File: config.mk
export PLATFORM = sky130hd
export DESIGN_NAME = layer_compositor
export DESIGN_NICKNAME = d
export VERILOG_FILES = /design/src/rtl/compositor_pkg.sv /design/src/rtl/prio_encoder.sv /design/src/rtl/layer_compositor.sv
export SDC_FILE = /design/constraint.sdc
export NUM_CORES = 1
export LEC_CHECK = 0
export CAP_MARGIN = 20
export CORE_UTILIZATION = 40
export DETAILED_ROUTE_END_ITERATION = 6
export MAX_ROUTING_LAYER = met4
export PLACE_DENSITY = 0.68
export SYNTH_ARGS = -nofsm -noshare
export SYNTH_HDL_FRONTEND = slang
export SYNTH_SLANG_ARGS = --single-unit
File: constraint.sdc
create_clock -name clk -period 3.7 [get_ports clk]
set_clock_uncertainty 0.15 [all_clocks]
set_input_delay 0.555 -clock clk [delete_from_list [all_inputs] [get_ports clk]]
set_output_delay 0.555 -clock clk [all_outputs]
set_load 0.05 [all_outputs]
File: src/rtl/compositor_pkg.sv
// Shared constants and types for the layer compositor.
// Default parameters, colour keys and the layer-index type.
package compositor_pkg;

  localparam int NUM_LAYERS_DEF   = 16;
  localparam int RGB_W_DEF        = 8;
  localparam int FLASH_FRAMES_DEF = 8;

  localparam logic [RGB_W_DEF-1:0] TRANSPARENT = 8'hFF;
  localparam logic [RGB_W_DEF-1:0] FLASH_RGB   = 8'hE0;

  // Index width that stays legal for a single-layer build.
  function automatic int idx_w(input int n);
    return (n > 1) ? $clog2(n) : 1;
  endfunction

  localparam int LAYER_IDX_W = idx_w(NUM_LAYERS_DEF);
  typedef logic [LAYER_IDX_W-1:0] layer_idx_t;

endpackage

File: src/rtl/prio_encoder.sv
// Combinational priority encoder: lowest set request index wins.
module prio_encoder #(
  parameter int NUM_LAYERS = compositor_pkg::NUM_LAYERS_DEF,
  localparam int IDX_W     = compositor_pkg::idx_w(NUM_LAYERS)
) (
  input  logic [NUM_LAYERS-1:0] req,
  output logic [IDX_W-1:0]      idx,
  output logic                  valid
);

  // NOTE: every output gets a default before the loop so no latch is inferred.
  always_comb begin
    idx   = '0;
    valid = 1'b0;
    // Walking downward lets the lowest-index request overwrite the others.
    for (int i = NUM_LAYERS - 1; i >= 0; i--) begin
      if (req[i]) begin
        idx   = IDX_W'(i);
        valid = 1'b1;
      end
    end
  end

endmodule

File: src/rtl/layer_compositor.sv
// Two-stage layer compositor with frame-synchronous enable mask.
// Optional layer flash compiled in with `define LAYER_COMPOSITOR_FLASH_EN.
module layer_compositor #(
  parameter int                NUM_LAYERS   = compositor_pkg::NUM_LAYERS_DEF,
  parameter int                RGB_W        = compositor_pkg::RGB_W_DEF,
  parameter logic [RGB_W-1:0]  TRANSPARENT  = compositor_pkg::TRANSPARENT,
  parameter int                FLASH_FRAMES = compositor_pkg::FLASH_FRAMES_DEF,
  parameter logic [RGB_W-1:0]  FLASH_RGB    = compositor_pkg::FLASH_RGB,
  localparam int               IDX_W        = compositor_pkg::idx_w(NUM_LAYERS)
) (
  input  logic                             clk,
  input  logic                             resetN,
  input  logic                             startOfFrame,
  input  logic [NUM_LAYERS-1:0]            layerDR,
  input  logic [NUM_LAYERS-1:0][RGB_W-1:0] layerRGB,
  input  logic [RGB_W-1:0]                 bgRGB,
  input  logic                             mask_wr,
  input  logic [NUM_LAYERS-1:0]            mask_data,
  input  logic                             flash_req,
  input  logic [IDX_W-1:0]                 flash_layer,
  output logic [RGB_W-1:0]                 RGBOut,
  output logic [IDX_W-1:0]                 winIdx,
  output logic                             winValid
);

  logic [NUM_LAYERS-1:0]            pend_mask;
  logic [NUM_LAYERS-1:0]            act_mask;
  logic [NUM_LAYERS-1:0]            elig;
  logic [NUM_LAYERS-1:0]            s1_elig;
  logic [NUM_LAYERS-1:0][RGB_W-1:0] s1_rgb;
  logic [RGB_W-1:0]                 s1_bg;
  logic [IDX_W-1:0]                 enc_idx;
  logic                             enc_valid;
  logic                             flash_hit;

  // A write coinciding with startOfFrame goes straight to the active mask.
  // NOTE: sequential state uses non-blocking assignments only.
  always_ff @(posedge clk or negedge resetN) begin
    if (!resetN) begin
      pend_mask <= '1;
      act_mask  <= '1;
    end else begin
      if (mask_wr)
        pend_mask <= mask_data;
      if (startOfFrame)
        act_mask <= mask_wr ? mask_data : pend_mask;
    end
  end

  always_comb begin
    elig = '0;
    for (int i = 0; i < NUM_LAYERS; i++)
      elig[i] = layerDR[i] && act_mask[i] && (layerRGB[i] != TRANSPARENT);
  end

  always_ff @(posedge clk or negedge resetN) begin
    if (!resetN) begin
      s1_elig <= '0;
      s1_rgb  <= '0;
      s1_bg   <= '0;
    end else begin
      s1_elig <= elig;
      s1_rgb  <= layerRGB;
      s1_bg   <= bgRGB;
    end
  end

  prio_encoder #(.NUM_LAYERS(NUM_LAYERS)) u_prio_encoder (
    .req   (s1_elig),
    .idx   (enc_idx),
    .valid (enc_valid)
  );

`ifdef LAYER_COMPOSITOR_FLASH_EN
  localparam int CNT_W = $clog2(FLASH_FRAMES + 1);

  logic [CNT_W-1:0] flash_cnt;
  logic [IDX_W-1:0] flash_layer_q;

  // A new request always reloads, even on a startOfFrame cycle.
  always_ff @(posedge clk or negedge resetN) begin
    if (!resetN) begin
      flash_cnt     <= '0;
      flash_layer_q <= '0;
    end else if (flash_req) begin
      flash_cnt     <= CNT_W'(FLASH_FRAMES);
      flash_layer_q <= flash_layer;
    end else if (startOfFrame && (flash_cnt != '0)) begin
      flash_cnt <= flash_cnt - 1'b1;
    end
  end

  assign flash_hit = (flash_cnt != '0) && flash_cnt[0] && (enc_idx == flash_layer_q);
`else
  logic unused_flash;
  assign unused_flash = ^{flash_req, flash_layer};
  assign flash_hit    = 1'b0;
`endif

  always_ff @(posedge clk or negedge resetN) begin
    if (!resetN) begin
      RGBOut   <= '0;
      winIdx   <= '0;
      winValid <= 1'b0;
    end else begin
      if (!enc_valid)
        RGBOut <= s1_bg;
      else if (flash_hit)
        RGBOut <= FLASH_RGB;
      else
        RGBOut <= s1_rgb[enc_idx];
      winIdx   <= enc_idx;
      winValid <= enc_valid;
    end
  end

endmodule

==> results.ini <==
[run_status]
status=finished, final reports clean

[global_routing]
grt_overflow_total=0
track_usage_pct=22.2
grt_max_degree=90
grt_pass1_vias=5328
antenna_found_initial=1
grt_pass1_wl_um=28700

[logic_synthesis]
yosys_warnings=0
synthArstFlopShare_pct=100
yosysMostFrequentCell=dfrtp_1
avgSynthCellArea_um2=13.6
synth_area_leaders=dfrtp_1 57%, dfstp_2 12%, mux2_2 5.3%
synth-main-ff-cell=dfrtp_1
synth-seq-cells=197
synth.distinct_cells=40
synthCells=531
synth_seq_area_share_pct=68.9
synth_top_area_share_pct=57.2
synth_nets=708
synth_edf_count=0
syn_area_um2=7220
synth_top_area_cell=dfrtp_1
netlist_top_cells_count=165 x dfrtp_1, 83 x nand2_1, 41 x nand4_1

[route]
vias=4987
totalWireLength_um=19000
drtPass1Iterations=4
met1Wirelength_um=8260
antenna_left=0
routed.top_layer=met4
drtIter0Drc=273
dr_wl_met3_um=1060
drc=0
vias_per_cell=5.26
routedWlPerCell_um=20.0
met2_wirelength_um=9410

[floorplanning]
core_um2=17500
die-area_um2=18600
row_count=48
ios=190
fp.dieW_um=136
dieHeight_um=136
initial_utilization_pct=41.3

[clock_tree]
postCtsSetupBuffers=0
cts_tree=built
clock-sinks=197
cts.repair.resized=0
htreeDepth=4
cts_root_buf=clkbuf_16
numCtsBuffers=17
cts_buffer_depth=2
hold_buffers=0
worst_skew_pair.late_latency_ns=0.43
clkTransAtPathRegs_ns=0.07

[min_path]
worst_hold_path_type=primary input to asynchronous set/reset pin

[pwr]
pwr-share-seq_pct=45.2
switchingPower_uw=1640
clock_power_share_pct=31.0
power_density_nw_per_um2=556
combPwrFrac_pct=23.7
ir_worst_vdd_mv=0.425
swShare_pct=30.2
leakagePower_uw=0.00407
p_int_uw=3790

[critical_path]
path_max_fanout=50
max_stage_delay_ns=0.71
rr_endpoint=RGBOut[3]$_DFF_PN0_
worst_r2r_path_depth=9
critPathSlowestCell=a2111oi_0
cp-start-kind=flip-flop
critPathRequiredTime_ns=3.85
cp-end-kind=flip-flop
cp.arrival_ns=3.37
setup.worst_path.class=flip-flop to flip-flop
r2r-start=s1_elig[15]$_DFF_PN0_
crit_chain=nor2b_1 > o21ai_1 > a211o_1 > and2_4 > inv_2 > a2111oi_0 > a311oi_1 > o221ai_1 > nand3_1
r2r_slack_ns=0.49

[cells_and_area]
nNetsFinal=887
fill_cells=1389
instances_no_fill=949
final_cell_area_um2=9780
drive_above_1_share_pct=17.4
area_delta_synth_final_pct=35.5

[placement]
gp_congestion=0.871
placed_area_um2=9240
hpwl_um=14200
dp.cells=916
port_buffers=184

[sta]
finalSetupTns_ns=0
period_needed_ns=3.21
finalCritPeriodShare_pct=86.8
slew_violations=0
slew_headroom_pct=39.0
grt_setup_unrepaired=false
hold_viol_final=0
timing.fmax_ghz=0.311
worst_slew_pin_slew_ns=0.912
setup_violations=0

[flow_run]
drv_cap=0

==> sequential cells by signal, summed over array words and instances (netlist names) <==
name,count
s1_bg,8
pend_mask,16
act_mask,16
winValid,1
s1_rgb,128
winIdx,4
RGBOut,8
s1_elig,16
==> layout by cell type (no fill, tap or decap), drive strengths merged, types with 6 or more instances in the layout <==
cell type      instances
nand4b                 8
clkinv                 6
o211a                 16
clkdlybuf4s50        183
nor2                   9
nand4                 41
nand2                 83
clkbuf                20
mux2                  40
dfrtp                165
dfstp                 32
a311oi                 8
nor3                   9
a2111oi                8
a21oi                 10
nand3                 17
o221ai                 8
inv                   10
a31o                   8
a221oi                 8
mux2i                  8
==> power by group through the flow <==
stage                     logic, µW  clock network, µW  registers (µW)
after floorplan                 583                  0            2660
after global placement         1270                  0            2490
after detailed placement       1290                  0            2500
after CTS                      1300               1720            2460
after global routing           1390               1810            2480
final                          1290               1690            2460
==> final cells by class <==
| cell class | instances | area (µm²) | share of cell area [%] |
|---|---|---|---|
| tap | 225 | 282 | 2.88 |
| antenna | 1 | 2.50 | 0.0256 |
| clock buffer | 19 | 443 | 4.53 |
| clock inverter | 13 | 97.6 | 0.998 |
| sequential | 197 | 4970 | 50.8 |
| inverter | 7 | 27.5 | 0.282 |
| timing repair buffer | 189 | 1900 | 19.4 |
| multi-input combinational | 298 | 2060 | 21.1 |
==> cells by family after synthesis <==
family / after synthesis / share of synthesized area, %
compound gates: 74 / 8.86
mux: 48 / 7.66
buf+inv: 36 / 2.58
flops: 197 / 68.9
simple gates: 176 / 12.0
==> worst max path at each step <==
| stage | slack, ns | cells past startpoint | endpoint | start |
|---|---|---|---|---|
| 3_5_place_dp | 0.48 | 9 | RGBOut[3]$_DFF_PN0_ | s1_elig[15]$_DFF_PN0_ |
| 2_1_floorplan | 1.51 | 10 | RGBOut[5]$_DFF_PN0_ | s1_elig[2]$_DFF_PN0_ |
| 6_report | 0.49 | 9 | RGBOut[3]$_DFF_PN0_ | s1_elig[15]$_DFF_PN0_ |
| 5_1_grt | 0.21 | 9 | RGBOut[3]$_DFF_PN0_ | s1_elig[15]$_DFF_PN0_ |
| 3_3_place_gp | 0.70 | 9 | RGBOut[1]$_DFF_PN0_ | s1_elig[2]$_DFF_PN0_ |
| 4_1_cts | 0.46 | 9 | RGBOut[3]$_DFF_PN0_ | s1_elig[15]$_DFF_PN0_ |
==> layer usage <==
layer | vias up | track usage, %
met5 | - | -
met4 | 0 | 6.67
met2 | 164 | 35.8
met3 | 17 | 4.77
met1 | 2503 | 28.0
li1 | 2303 | -
==> through the flow <==
step,power [µW],utilization [%],worst slack (ns),hold WS [ns]
6_report,5440,55.9,0.488,0.00443
5_1_grt,5670,55.9,0.212,0.0497
2_1_floorplan,3250,-,1.51,0.109
3_5_place_dp,3790,52.8,0.475,0.306
3_3_place_gp,3760,52.8,0.703,0.304
4_1_cts,5470,55.9,0.459,0.0240
==> worst max-delay path, delay by kind of cell, from the launching register on <==
| kind | cells | cell delay, ns |
|---|---|---|
| buf+inv | 1 | 0.43 |
| simple gates | 3 | 0.76 |
| flops | 1 | 0.41 |
| compound gates | 5 | 1.32 |
Note: power is estimated with default switching activity, not from simulation.
